$ cat src/rtl/gps_epoch_sched.sv
// gps_epoch_sched: run-control scheduler for the GPS P-code and C/A code
// generators, clocked by gps_clk_fast. Accepts a host start, pulses gen_load,
// then issues p_ce every RUN cycle and ca_ce once per CA_DIV cycles while
// tracking chip, 1 ms epoch and navigation data-bit boundaries. The run ends
// after nbits data bits (nbits = 0 runs until abort) or on abort.
//
// Optional build macro GPS_SCHED_PPS_ALIGN_EN: adds input pps_in. ARM then
// holds for the gen_load cycle, waits for a registered rising edge of pps_in,
// and enters RUN on the cycle after that edge is detected.
//
// All outputs are registered. Reset is synchronous and active-high.

module gps_epoch_sched #(
    parameter int CA_DIV         = 10,
    parameter int CA_CHIPS       = 1023,
    parameter int EPOCHS_PER_BIT = 20,
    parameter int CHIP_W         = 10,
    parameter int BITS_W         = 16
) (
    input  logic              gps_clk_fast,
    input  logic              gps_rst,
    input  logic              start_req,
    input  logic [BITS_W-1:0] nbits,
    input  logic              abort,
`ifdef GPS_SCHED_PPS_ALIGN_EN
    input  logic              pps_in,
`endif
    output logic              start_ack,
    output logic              busy,
    output logic              gen_load,
    output logic              p_ce,
    output logic              ca_ce,
    output logic [CHIP_W-1:0] ca_chip_idx,
    output logic              epoch_stb,
    output logic              bit_stb,
    output logic [BITS_W-1:0] bit_cnt,
    output logic              done,
    output logic              aborted
);

    localparam int DIV_W = (CA_DIV > 1) ? $clog2(CA_DIV) : 1;
    localparam int EP_W  = (EPOCHS_PER_BIT > 1) ? $clog2(EPOCHS_PER_BIT) : 1;

    // Terminal counts, sized to their counters so compares stay width-exact.
    localparam logic [DIV_W-1:0]  DIV_LAST  = DIV_W'(CA_DIV - 1);
    localparam logic [DIV_W-1:0]  DIV_PEN   = DIV_W'(CA_DIV - 2);
    localparam logic [CHIP_W-1:0] CHIP_LAST = CHIP_W'(CA_CHIPS - 1);
    localparam logic [EP_W-1:0]   EP_LAST   = EP_W'(EPOCHS_PER_BIT - 1);

    typedef enum logic [1:0] {
        IDLE = 2'd0,
        ARM  = 2'd1,
        RUN  = 2'd2,
        DONE = 2'd3
    } state_t;

    state_t            state;
    logic [DIV_W-1:0]  div;
    logic [EP_W-1:0]   epoch;
    logic [BITS_W-1:0] nbits_lat;

    // Modulo counters: each wraps to zero after its terminal count.
    function automatic logic [DIV_W-1:0] next_div(input logic [DIV_W-1:0] d);
        return (d == DIV_LAST) ? '0 : d + 1'b1;
    endfunction

    function automatic logic [CHIP_W-1:0] next_chip(input logic [CHIP_W-1:0] c);
        return (c == CHIP_LAST) ? '0 : c + 1'b1;
    endfunction

    function automatic logic [EP_W-1:0] next_epoch(input logic [EP_W-1:0] e);
        return (e == EP_LAST) ? '0 : e + 1'b1;
    endfunction

`ifdef GPS_SCHED_PPS_ALIGN_EN
    logic pps_q;
    logic pps_rise;

    // Registered rising-edge detect on pps_in; pps_rise is a one-cycle pulse.
    always_ff @(posedge gps_clk_fast) begin
        if (gps_rst) begin
            pps_q    <= 1'b0;
            pps_rise <= 1'b0;
        end else begin
            pps_q    <= pps_in;
            pps_rise <= pps_in & ~pps_q;
        end
    end
`endif

    // Run-control FSM with all strobes, counters and status registered here.
    always_ff @(posedge gps_clk_fast) begin
        if (gps_rst) begin
            state       <= IDLE;
            start_ack   <= 1'b0;
            busy        <= 1'b0;
            gen_load    <= 1'b0;
            p_ce        <= 1'b0;
            ca_ce       <= 1'b0;
            ca_chip_idx <= '0;
            epoch_stb   <= 1'b0;
            bit_stb     <= 1'b0;
            bit_cnt     <= '0;
            done        <= 1'b0;
            aborted     <= 1'b0;
            div         <= '0;
            epoch       <= '0;
            nbits_lat   <= '0;
        end else begin
            // Pulses default low; each state re-asserts what it needs.
            start_ack <= 1'b0;
            gen_load  <= 1'b0;
            done      <= 1'b0;
            p_ce      <= 1'b0;
            ca_ce     <= 1'b0;
            epoch_stb <= 1'b0;
            bit_stb   <= 1'b0;

            case (state)
                IDLE: begin
                    if (start_req && !abort) begin
                        state       <= ARM;
                        start_ack   <= 1'b1;
                        gen_load    <= 1'b1;
                        busy        <= 1'b1;
                        nbits_lat   <= nbits;
                        bit_cnt     <= '0;
                        ca_chip_idx <= '0;
                        epoch       <= '0;
                        div         <= '0;
                        aborted     <= 1'b0;
                    end
                end

                ARM: begin
                    if (abort) begin
                        state   <= DONE;
                        done    <= 1'b1;
                        aborted <= 1'b1;
`ifdef GPS_SCHED_PPS_ALIGN_EN
                    end else if (!gen_load && pps_rise) begin
`else
                    end else begin
`endif
                        // Divider restarts so the first RUN cycle is count 0.
                        state <= RUN;
                        p_ce  <= 1'b1;
                        div   <= '0;
                    end
                end

                RUN: begin
                    if (bit_stb && (bit_cnt == nbits_lat) && (nbits_lat != '0)) begin
                        // Final bit completed: this cycle also carried the
                        // wrapping ca_ce/epoch_stb, so chip and epoch wrap.
                        // Completion takes priority over a coincident abort.
                        state       <= DONE;
                        done        <= 1'b1;
                        ca_chip_idx <= '0;
                        epoch       <= '0;
                    end else if (abort) begin
                        // Counters freeze where they are.
                        state   <= DONE;
                        done    <= 1'b1;
                        aborted <= 1'b1;
                    end else begin
                        p_ce <= 1'b1;
                        div  <= next_div(div);
                        if (ca_ce) begin
                            ca_chip_idx <= next_chip(ca_chip_idx);
                        end
                        if (epoch_stb) begin
                            epoch <= next_epoch(epoch);
                        end
                        // Strobes for the next cycle are decoded one count
                        // early; chip/epoch cannot change on this edge then.
                        if (div == DIV_PEN) begin
                            ca_ce <= 1'b1;
                            if (ca_chip_idx == CHIP_LAST) begin
                                epoch_stb <= 1'b1;
                                if (epoch == EP_LAST) begin
                                    bit_stb <= 1'b1;
                                    bit_cnt <= bit_cnt + 1'b1;
                                end
                            end
                        end
                    end
                end

                DONE: begin
                    state <= IDLE;
                    busy  <= 1'b0;
                end

                default: begin
                    state <= IDLE;
                    busy  <= 1'b0;
                end
            endcase
        end
    end

endmodule

$ cat config.mk
export PLATFORM = sky130hd
export DESIGN_NAME = gps_epoch_sched
export DESIGN_NICKNAME = d
export VERILOG_FILES = /design/src/rtl/gps_epoch_sched.sv
export SDC_FILE = /design/constraint.sdc
export NUM_CORES = 1
export LEC_CHECK = 0
export BUFFER_PORTS_ARGS = -buffer_cell sky130_fd_sc_hd__buf_2
export CORE_UTILIZATION = 34
export DETAILED_ROUTE_END_ITERATION = 12
export GPL_ROUTABILITY_DRIVEN = 1
export SYNTH_ARGS = -nofsm -noshare
export SYNTH_HDL_FRONTEND = slang
export SYNTH_SLANG_ARGS = --single-unit
$ cat constraint.sdc
create_clock -name gps_clk_fast -period 1.9 [get_ports gps_clk_fast]
set_input_delay 0.38 -clock gps_clk_fast [delete_from_list [all_inputs] [get_ports gps_clk_fast]]
set_output_delay 0.38 -clock gps_clk_fast [all_outputs]
set_load 0.01 [all_outputs]
==> out/metrics.cfg, run 1 <==
[synthesis]
yosys_warnings = 0
synth-edff-count = 0
syn_inst = 398
syn_area_mm2 = 0.00329
synth-main-ff-cell = dfxtp_1
syn-num-nets = 426
synthArstFlopShare = 0
ys_types = 62
ys_ff_latch = 61
avgSynthCellArea_um2 = 8.28
synth-seq-area-share = 0.371

[final_layout]
final_cells = 677
area_delta_synth_final_pct = 51.8
seq_area_mm2 = 0.00124
multiInputGateArea_mm2 = 0.00223
post-route-util = 0.536
drive_above_1_share = 0.442
diodes = 0
fin_nets = 571
stdcell_area_mm2 = 0.00500
fill_cells = 875

[grt]
grt_max_degree = 19
grt_overflow = 0
antenna_found_initial = 0
grt_pass1_wl_um = 15100
gr-usage-all-layers = 0.194
grt_pass1_vias = 3152

[route]
totalWireLength_um = 9890
drc = 0
via_per_inst = 5.06
drtPass1Iterations = 4
num_vias = 3429
initialDrtViolationCount = 132
post_drt_wl_per_cell_um = 14.6
detail-route-antenna-nets = 0

[job]
cap_violations = 0

[clock_tree]
clk_pin_slew_ns = 0.08
ctsRootBufferMaster = clkbuf_8
clkLatencyLatePin_ns = 0.37
cts-hold-fix-buffers = 0
numCtsBuffers = 9
ctsHtreeMaxLevel = 3
clock_path_buffers = 2
cts_tree = built
cts.sinks = 61

[worst_hold_path]
hold_class = in -> reg

[power]
ir_drop_v = 0.000486
power.share.switching = 0.345
clockPowerShare = 0.294
power.total_mw = 5.02
p_switching_mw = 1.73
power_leakage_nw = 2.17
p_int_mw = 3.29
seq_power_share = 0.289
pwr-share-comb = 0.417
p_per_area_mw_per_mm2 = 1000

[floorplanning]
dieWidth_um = 100
fp.dieH_um = 100
core_mm2 = 0.00933
pin_count = 55
start_util = 0.353
die_area_mm2 = 0.0101
core.rowCount = 35

[worst_setup_path]
cp_slowest_cell = a2111oi_4
path_cells = inv_4 -> ha_4 -> buf_6 -> a2111oi_4 -> buf_4 -> nand2_4 -> a211oi_2 -> buf_4 -> nand3_2 -> o21ai_2
arrival_ns = 2.20
crit_type = reg -> reg
path_common_cell = buf_4
setup.worst_path.start_class = flip-flop
worst_path_largest_cell_delay_ns = 0.36
cp.required_ns = 2.21
end_kind = flip-flop
crit_fanout = 6

[sta]
max_slew_margin = 0.785
fin_tns_setup_ns = 0
finalSetupViolations = 0
worst_pin_slew_ns = 0.323
final_max_slew_viol_count = 0
fin_skew_ns = 0.0109
fin_crit_sh = 0.993
max_freq_mhz = 530
finalHoldViolations = 0
period_needed_ns = 1.89
rsz0062_at_grt = yes

[placed_design]
dpl.hpwl_um = 7050
place_congestion = 0.808
dpl_cell_area_mm2 = 0.00439
place_inst = 654
port_buffers = 54

[outcome]
status = finished clean

cell type report:
cell class	count	share of cell area
Inverter	14	0.0110
Sequential cell	61	0.249
Timing Repair Buffer	150	0.212
Clock buffer	9	0.0248
Clock inverter	7	0.0245
Tap cell	129	0.0323
Multi-Input combinational cell	307	0.447
cell usage in the layout (no fill, tap or decap), types with 9 or more instances in the layout:
| cell | count |
|---|---|
| a21oi_1 | 31 |
| xnor2_1 | 16 |
| nand2_1 | 65 |
| dfxtp_1 | 46 |
| nand3_1 | 17 |
| and3_1 | 10 |
| nor2_1 | 20 |
| inv_1 | 11 |
| buf_4 | 85 |
| dfxtp_2 | 13 |
| nand2b_1 | 9 |
| buf_2 | 54 |
| a21o_1 | 11 |
| clkbuf_8 | 9 |
state kept, by name, summed over array words and instances (netlist names):
name,flops
aborted,1
bit_cnt,16
bit_stb,1
busy,1
ca_ce,1
ca_chip_idx,10
div,4
done,1
epoch,5
epoch_stb,1
gen_load,1
nbits_lat,16
p_ce,1
state,2
cells in the mapped netlist, types with 3 or more instances:
cell | n | area [µm²]
ha_1 | 8 | 100
dfxtp_1 | 61 | 1220
nand4_1 | 8 | 50.1
and4_1 | 5 | 43.8
nand2_1 | 67 | 251
o21ai_0 | 5 | 25.0
a21o_1 | 12 | 90.1
or2_2 | 8 | 50.1
a31oi_1 | 4 | 25.0
nor4_1 | 7 | 43.8
nor2_1 | 22 | 82.6
nor2b_1 | 3 | 18.8
buf_2 | 5 | 25.0
a21oi_2 | 3 | 26.3
xnor2_1 | 19 | 166
inv_1 | 14 | 52.6
and3_1 | 10 | 62.6
mux2i_1 | 6 | 60.1
nand3_1 | 23 | 115
nor3_1 | 4 | 20.0
clkbuf_1 | 10 | 37.5
nand2b_1 | 9 | 56.3
a22o_1 | 4 | 35.0
a21oi_1 | 31 | 155
or3_1 | 4 | 25.0
what timing repair did:
action | CTS | global route
setup buffers | 2 | 5
cloned | 0 | 1
gates resized for setup | 24 | 53
setup endpoints to repair | 33 | 35
pin swaps | 12 | 17
path summary, 6_finish.rpt:
kind,start,endpoint,slack (ns),cells past startpoint
max,state[0],ca_chip_idx[2],0.01,10
min,nbits[1],nbits_lat[1],0.24,3
max reg2reg,state[0],ca_chip_idx[2],0.01,10
min reg2reg,nbits_lat[13],nbits_lat[13],0.48,2
per-layer routing:
metal | share of wire | track usage | up-vias | wire length (µm)
met1 | 0.48 | 0.259 | 1616 | 4700
met3 | 0.037 | 0.0376 | 11 | 368
met2 | 0.47 | 0.307 | 81 | 4690
met5 | 0 | 0 | - | 0
met4 | 0.013 | 0.0747 | 0 | 132
li1 | - | - | 1721 | -
power by group through the flow:
stage	combinational, mW	clock, mW	sequential (mW)
after floorplan	0.939	0	1.48
after global placement	1.74	0	1.45
after detailed placement	1.75	0	1.45
after CTS	1.89	1.48	1.43
after global routing	2.26	1.55	1.46
final	2.09	1.47	1.45
logic make-up (layout without fill, tap and decap cells):
family | after synthesis | after routing | share of synthesized area
AND/OR/NAND/NOR | 179 | 179 | 0.276
AO/OA/AOI/OAI | 93 | 94 | 0.210
buffers and inverters | 31 | 180 | 0.0406
XOR/XNOR | 20 | 20 | 0.0532
adder cells (fa/ha/maj) | 8 | 8 | 0.0304
multiplexers | 6 | 6 | 0.0182
flip-flops | 61 | 61 | 0.371
metrics by stage:
step | hold slack (ns) | setup WS, ns
after global placement | 0.475 | -0.0568
final | 0.241 | 0.0129
after detailed placement | 0.479 | -0.153
after global routing | 0.248 | -0.0964
after floorplan | 0.461 | 0.0191
after CTS | 0.244 | -0.00673
worst max-delay path, delay by kind of cell (launching register included):
kind,cells,cell delay [ns]
compound gates,3,0.64
fa+ha+maj,1,0.18
buf+inv,4,0.53
flops,1,0.35
simple gates,2,0.13
Power figures use the tool's default switching activity.
==> run 2, diff against run 1 <==
Settings changed: BUFFER_PORTS_ARGS -buffer_cell sky130_fd_sc_hd__buf_2 to -buffer_cell sky130_fd_sc_hd__buf_4.
==> run 2 against run 1 <==
Net effect: the flow now finishes with violations (negative setup slack); critical path depth fell by 1; combinational power barely moved; sequential share of layout area fell by 0.52 points; global-route usage rose by 1.0 points; fmax fell by 3.4%.
==> out/metrics.cfg, run 2 (synthesis results as in run 1) <==
[sta]
final_max_slew_viol_count = 0
period_needed_ns = 1.95
fin_crit_sh = 1.03
setup_slack_ns = -0.0539
finalSetupViolations = 9
holdWs_ns = 0.261
fin_skew_ns = 0.0106
rsz0062_at_grt = yes
max_slew_margin = 0.763
worst_pin_slew_ns = 0.355
max_freq_mhz = 512
finalHoldViolations = 0

[power]
power.total_mw = 4.72
ir_drop_v = 0.000493
power_leakage_nw = 2.17
p_per_area_mw_per_mm2 = 931

[route]
via_per_inst = 5.00
drc = 0
drtPass1Iterations = 4
initialDrtViolationCount = 116
totalWireLength_um = 10000
post_drt_wl_per_cell_um = 14.8
num_vias = 3395
detail-route-antenna-nets = 0

[clock_tree]
ctsRootBufferMaster = clkbuf_8
clkLatencyLatePin_ns = 0.35
clk_pin_slew_ns = 0.08
ctsHtreeMaxLevel = 3
cts.sinks = 61
clock_path_buffers = 2
cts_tree = built
numCtsBuffers = 9

[floorplanning]
core_mm2 = 0.00933
die_area_mm2 = 0.0101
pin_count = 55
core.rowCount = 35
fp.dieH_um = 100
dieWidth_um = 100
start_util = 0.353

[final_layout]
fill_cells = 884
fin_nets = 573
stdcell_area_mm2 = 0.00507
drive_above_1_share = 0.431
final_common_cell = buf_4
final_cell_mix = 139 x buf_4, 65 x nand2_1, 50 x dfxtp_1, 28 x a21oi_1, 20 x nor2_1
post-route-util = 0.543
multiInputGateArea_mm2 = 0.00221
seq_area_mm2 = 0.00123
top_regs = bit_cnt (16), nbits_lat (16), ca_chip_idx (10)
diodes = 0
final_cells = 679
area_delta_synth_final_pct = 53.8

[worst_setup_path]
critPathLaunch = nbits_lat[6]
arrival_ns = 2.21
worst_path_largest_cell_delay_ns = 0.34
crit_type = reg -> reg
cp_slowest_cell = dfxtp_2
path_cells = buf_6 -> xnor2_2 -> nand4_1 -> nor4_4 -> buf_6 -> buf_6 -> a31oi_4 -> buf_6 -> o31ai_1
timing.rr.start = nbits_lat[6]
end_kind = flip-flop
crit_fanout = 6
path_common_cell = buf_6
setup.worst_path.start_class = flip-flop
cp.required_ns = 2.16

[grt]
grt_pass1_vias = 3214
grt_max_degree = 19
grt_overflow = 0
gr-usage-all-layers = 0.204
grt_pass1_wl_um = 15900
antenna_found_initial = 0

[worst_hold_path]
hold_class = in -> reg
min_from = nbits[13]

[outcome]
status = finished, violations left
violations = negative setup slack

[placed_design]
place_congestion = 0.815
place_inst = 650
dpl.hpwl_um = 7230
port_buffers = 54
dpl_cell_area_mm2 = 0.00448

[job]
cap_violations = 0

## run 2: metrics by stage
step	TNS, ns	setup slack, ns
global route	-3.06	-0.155
finish	-0.247	-0.0539
floorplan	0	0.0191
CTS	-0.106	-0.0304
detailed placement	-1.68	-0.124
global placement	-0.424	-0.0689
## run 2: repair_timing
item                       CTS  global route
buffers inserted             5             7
cloned                       2             0
setup endpoints to repair   28            34
hold buffers                 0             0
resized for setup           38            29
pin swaps                   20            24
## run 2: cell type report
type	count	share of cell area
Multi-Input combinational cell	307	0.435
Sequential cell	61	0.244
Timing Repair Buffer	152	0.238
Tap cell	129	0.0319
Clock buffer	9	0.0244
Clock inverter	7	0.0160
Inverter	14	0.0104
## run 2: path summary, 6_finish.rpt
path / slack [ns] / to / cells after the start
worst min-delay path: 0.26 / nbits_lat[13] / 3
worst max register to register: -0.05 / epoch[3] / 9
worst min register to register: 0.48 / nbits_lat[3] / 2
worst max-delay path: -0.05 / epoch[3] / 9
## run 2: critical path: cells and delay by family, from the launching register on
kind,cells,cell delay (ns)
simple gates,2,0.47
flops,1,0.34
xor+xnor,1,0.14
compound gates,2,0.36
buf+inv,4,0.56
## run 2: layer usage
layer	part of all wire	global-route usage	vias up
li1	-	-	1731
met1	0.49	0.275	1601
met2	0.47	0.322	57
met3	0.029	0.0467	6
met4	0.011	0.0624	0
met5	0	0	-
## run 2: where the power goes
part	switching [mW]	internal (mW)
registers	0.0722	1.37
logic	1.04	1.01
clock network	0.595	0.623
total	1.71	3.01
==> run 3, diff against run 2 <==
Settings changed: CTS_CLUSTER_SIZE from default to 30, SKIP_CTS_REPAIR_TIMING from default to 1.
==> run 3 against run 2 <==
Net effect: sequential share of layout area rose by 0.43 points; the flow still finishes with violations (negative setup slack); highest routed layer unchanged; critical path type unchanged; non-clock buffer count down 1; clock skew shrank 0.0050 ns; core utilization fell by 0.95 points; via count shrank 1.7%; global-route usage is 0.57 points lower; clock power barely moved; register-to-register slack barely moved; power is 0.93% lower.
==> out/metrics.cfg, run 3 (synthesis results as in run 1) <==
[sta]
fin_skew_ns = 0.00560
max_freq_mhz = 511
holdWs_ns = 0.262
finalHoldViolations = 0
max_slew_margin = 0.784
period_needed_ns = 1.96
final_max_slew_viol_count = 0
rsz0062_at_grt = yes
finalSetupViolations = 12
worst_pin_slew_ns = 0.325
fin_crit_sh = 1.03
setup_slack_ns = -0.0566

[worst_setup_path]
worst_path_largest_cell_delay_ns = 0.34
rr_worst_depth = 8
critPathLaunch = nbits_lat[7]
regToRegSetupSlack_ns = -0.06
crit_fanout = 7
setup.worst_path.start_class = flip-flop
path_cells = nor4_2 -> and4_1 -> nor4_4 -> buf_4 -> buf_4 -> a31oi_4 -> nor3_2 -> a311o_1
timing.rr.start = nbits_lat[7]
reg2reg_to = epoch[4]
cp_slowest_cell = dfxtp_1
arrival_ns = 2.20
crit_type = reg -> reg
cp.required_ns = 2.15
path_common_cell = buf_4
end_kind = flip-flop

[clock_tree]
clk_pin_slew_ns = 0.08
ctsRootBufferMaster = clkbuf_8
numCtsBuffers = 9
clock_path_buffers = 2
clkLatencyLatePin_ns = 0.35
cts.sinks = 61
ctsHtreeMaxLevel = 3
cts_tree = built

[route]
drc = 0
initialDrtViolationCount = 118
detail-route-antenna-nets = 0
via_per_inst = 4.92
num_vias = 3337
totalWireLength_um = 9730
post_drt_wl_per_cell_um = 14.3
drtPass1Iterations = 4

[worst_hold_path]
hold_end = nbits_lat[13]
hold_class = in -> reg
hold_depth = 3
min_from = nbits[13]

[floorplanning]
pin_count = 55
die_area_mm2 = 0.0101
fp.dieH_um = 100
dieWidth_um = 100
core.rowCount = 35
start_util = 0.353
core_mm2 = 0.00933

[outcome]
status = finished, violations left
violations = negative setup slack

[final_layout]
stdcell_area_mm2 = 0.00498
fin_nets = 572
diodes = 0
top_regs = bit_cnt (16), nbits_lat (16), ca_chip_idx (10)
area_delta_synth_final_pct = 51.1
final_cell_mix = 143 x buf_4, 65 x nand2_1, 50 x dfxtp_1, 30 x a21oi_1, 21 x nand3_1
final_common_cell = buf_4
final_cells = 678
drive_above_1_share = 0.417

[power]
power_leakage_nw = 2.15
p_per_area_mw_per_mm2 = 939
ir_drop_v = 0.000491

[placed_design]
place_congestion = 0.815
dpl_cell_area_mm2 = 0.00448
dpl.hpwl_um = 7230
place_inst = 650
place_ws_ns = -0.124
port_buffers = 54

[job]
cap_violations = 0

[grt]
grt_pass1_vias = 3150
grt_overflow = 0
grt_max_degree = 19
antenna_found_initial = 0
grt_pass1_wl_um = 15400
gr-usage-all-layers = 0.198

## run 3: cell count changes in the layout (fill, tap and decap cells not counted), moves of 2 or more
| cell | delta |
|---|---|
| nand3_1 | +2 |
| buf_6 | -7 |
| nand3_2 | -2 |
| buf_2 | +2 |
| a21oi_2 | -2 |
| nor4_4 | -2 |
| a21oi_1 | +2 |
| buf_4 | +4 |
## run 3: how the worst max path moves through the flow
stage | endpoint | slack [ns] | cells after the start
after floorplan | ca_chip_idx[7] | 0.02 | 8
after detailed placement | bit_cnt[12] | -0.12 | 7
after CTS | bit_cnt[5] | -0.16 | 7
final | epoch[4] | -0.06 | 8
after global routing | bit_cnt[9] | -0.14 | 8
after global placement | ca_chip_idx[2] | -0.07 | 10
## run 3: final cells by class
class	count	area (µm²)
tap	129	161
clock buffer	9	124
inverter	14	52.6
fill	904	4350
clock inverter	7	81.3
sequential	61	1230
timing repair buffer	151	1170
multi-input combinational	307	2160
## run 3: where the power goes
group	switching, mW	internal (mW)
Clock	0.600	0.623
Combinational	1.03	0.982
Sequential	0.0654	1.37
Total	1.70	2.98
## run 3: metrics by stage
stage,TNS [ns],util,power [mW]
after floorplan,0,-,2.42
after global placement,-0.424,0.481,3.14
after detailed placement,-1.68,0.481,3.17
after CTS,-2.25,0.503,4.40
after global routing,-2.33,0.534,4.93
final,-0.318,0.534,4.68
## run 3: layer usage
metal | track usage | routed length, µm | vias to the layer above
li1 | - | - | 1725
met1 | 0.269 | 4790 | 1545
met2 | 0.309 | 4450 | 57
met3 | 0.0474 | 330 | 10
met4 | 0.0602 | 158 | 0
met5 | 0 | 0 | -
## run 3: critical path: cells and delay by family (launching register included)
family          cells  cell delay [ns]
simple gates        4             0.68
compound gates      2             0.51
flops               1             0.34
buf+inv             2             0.30
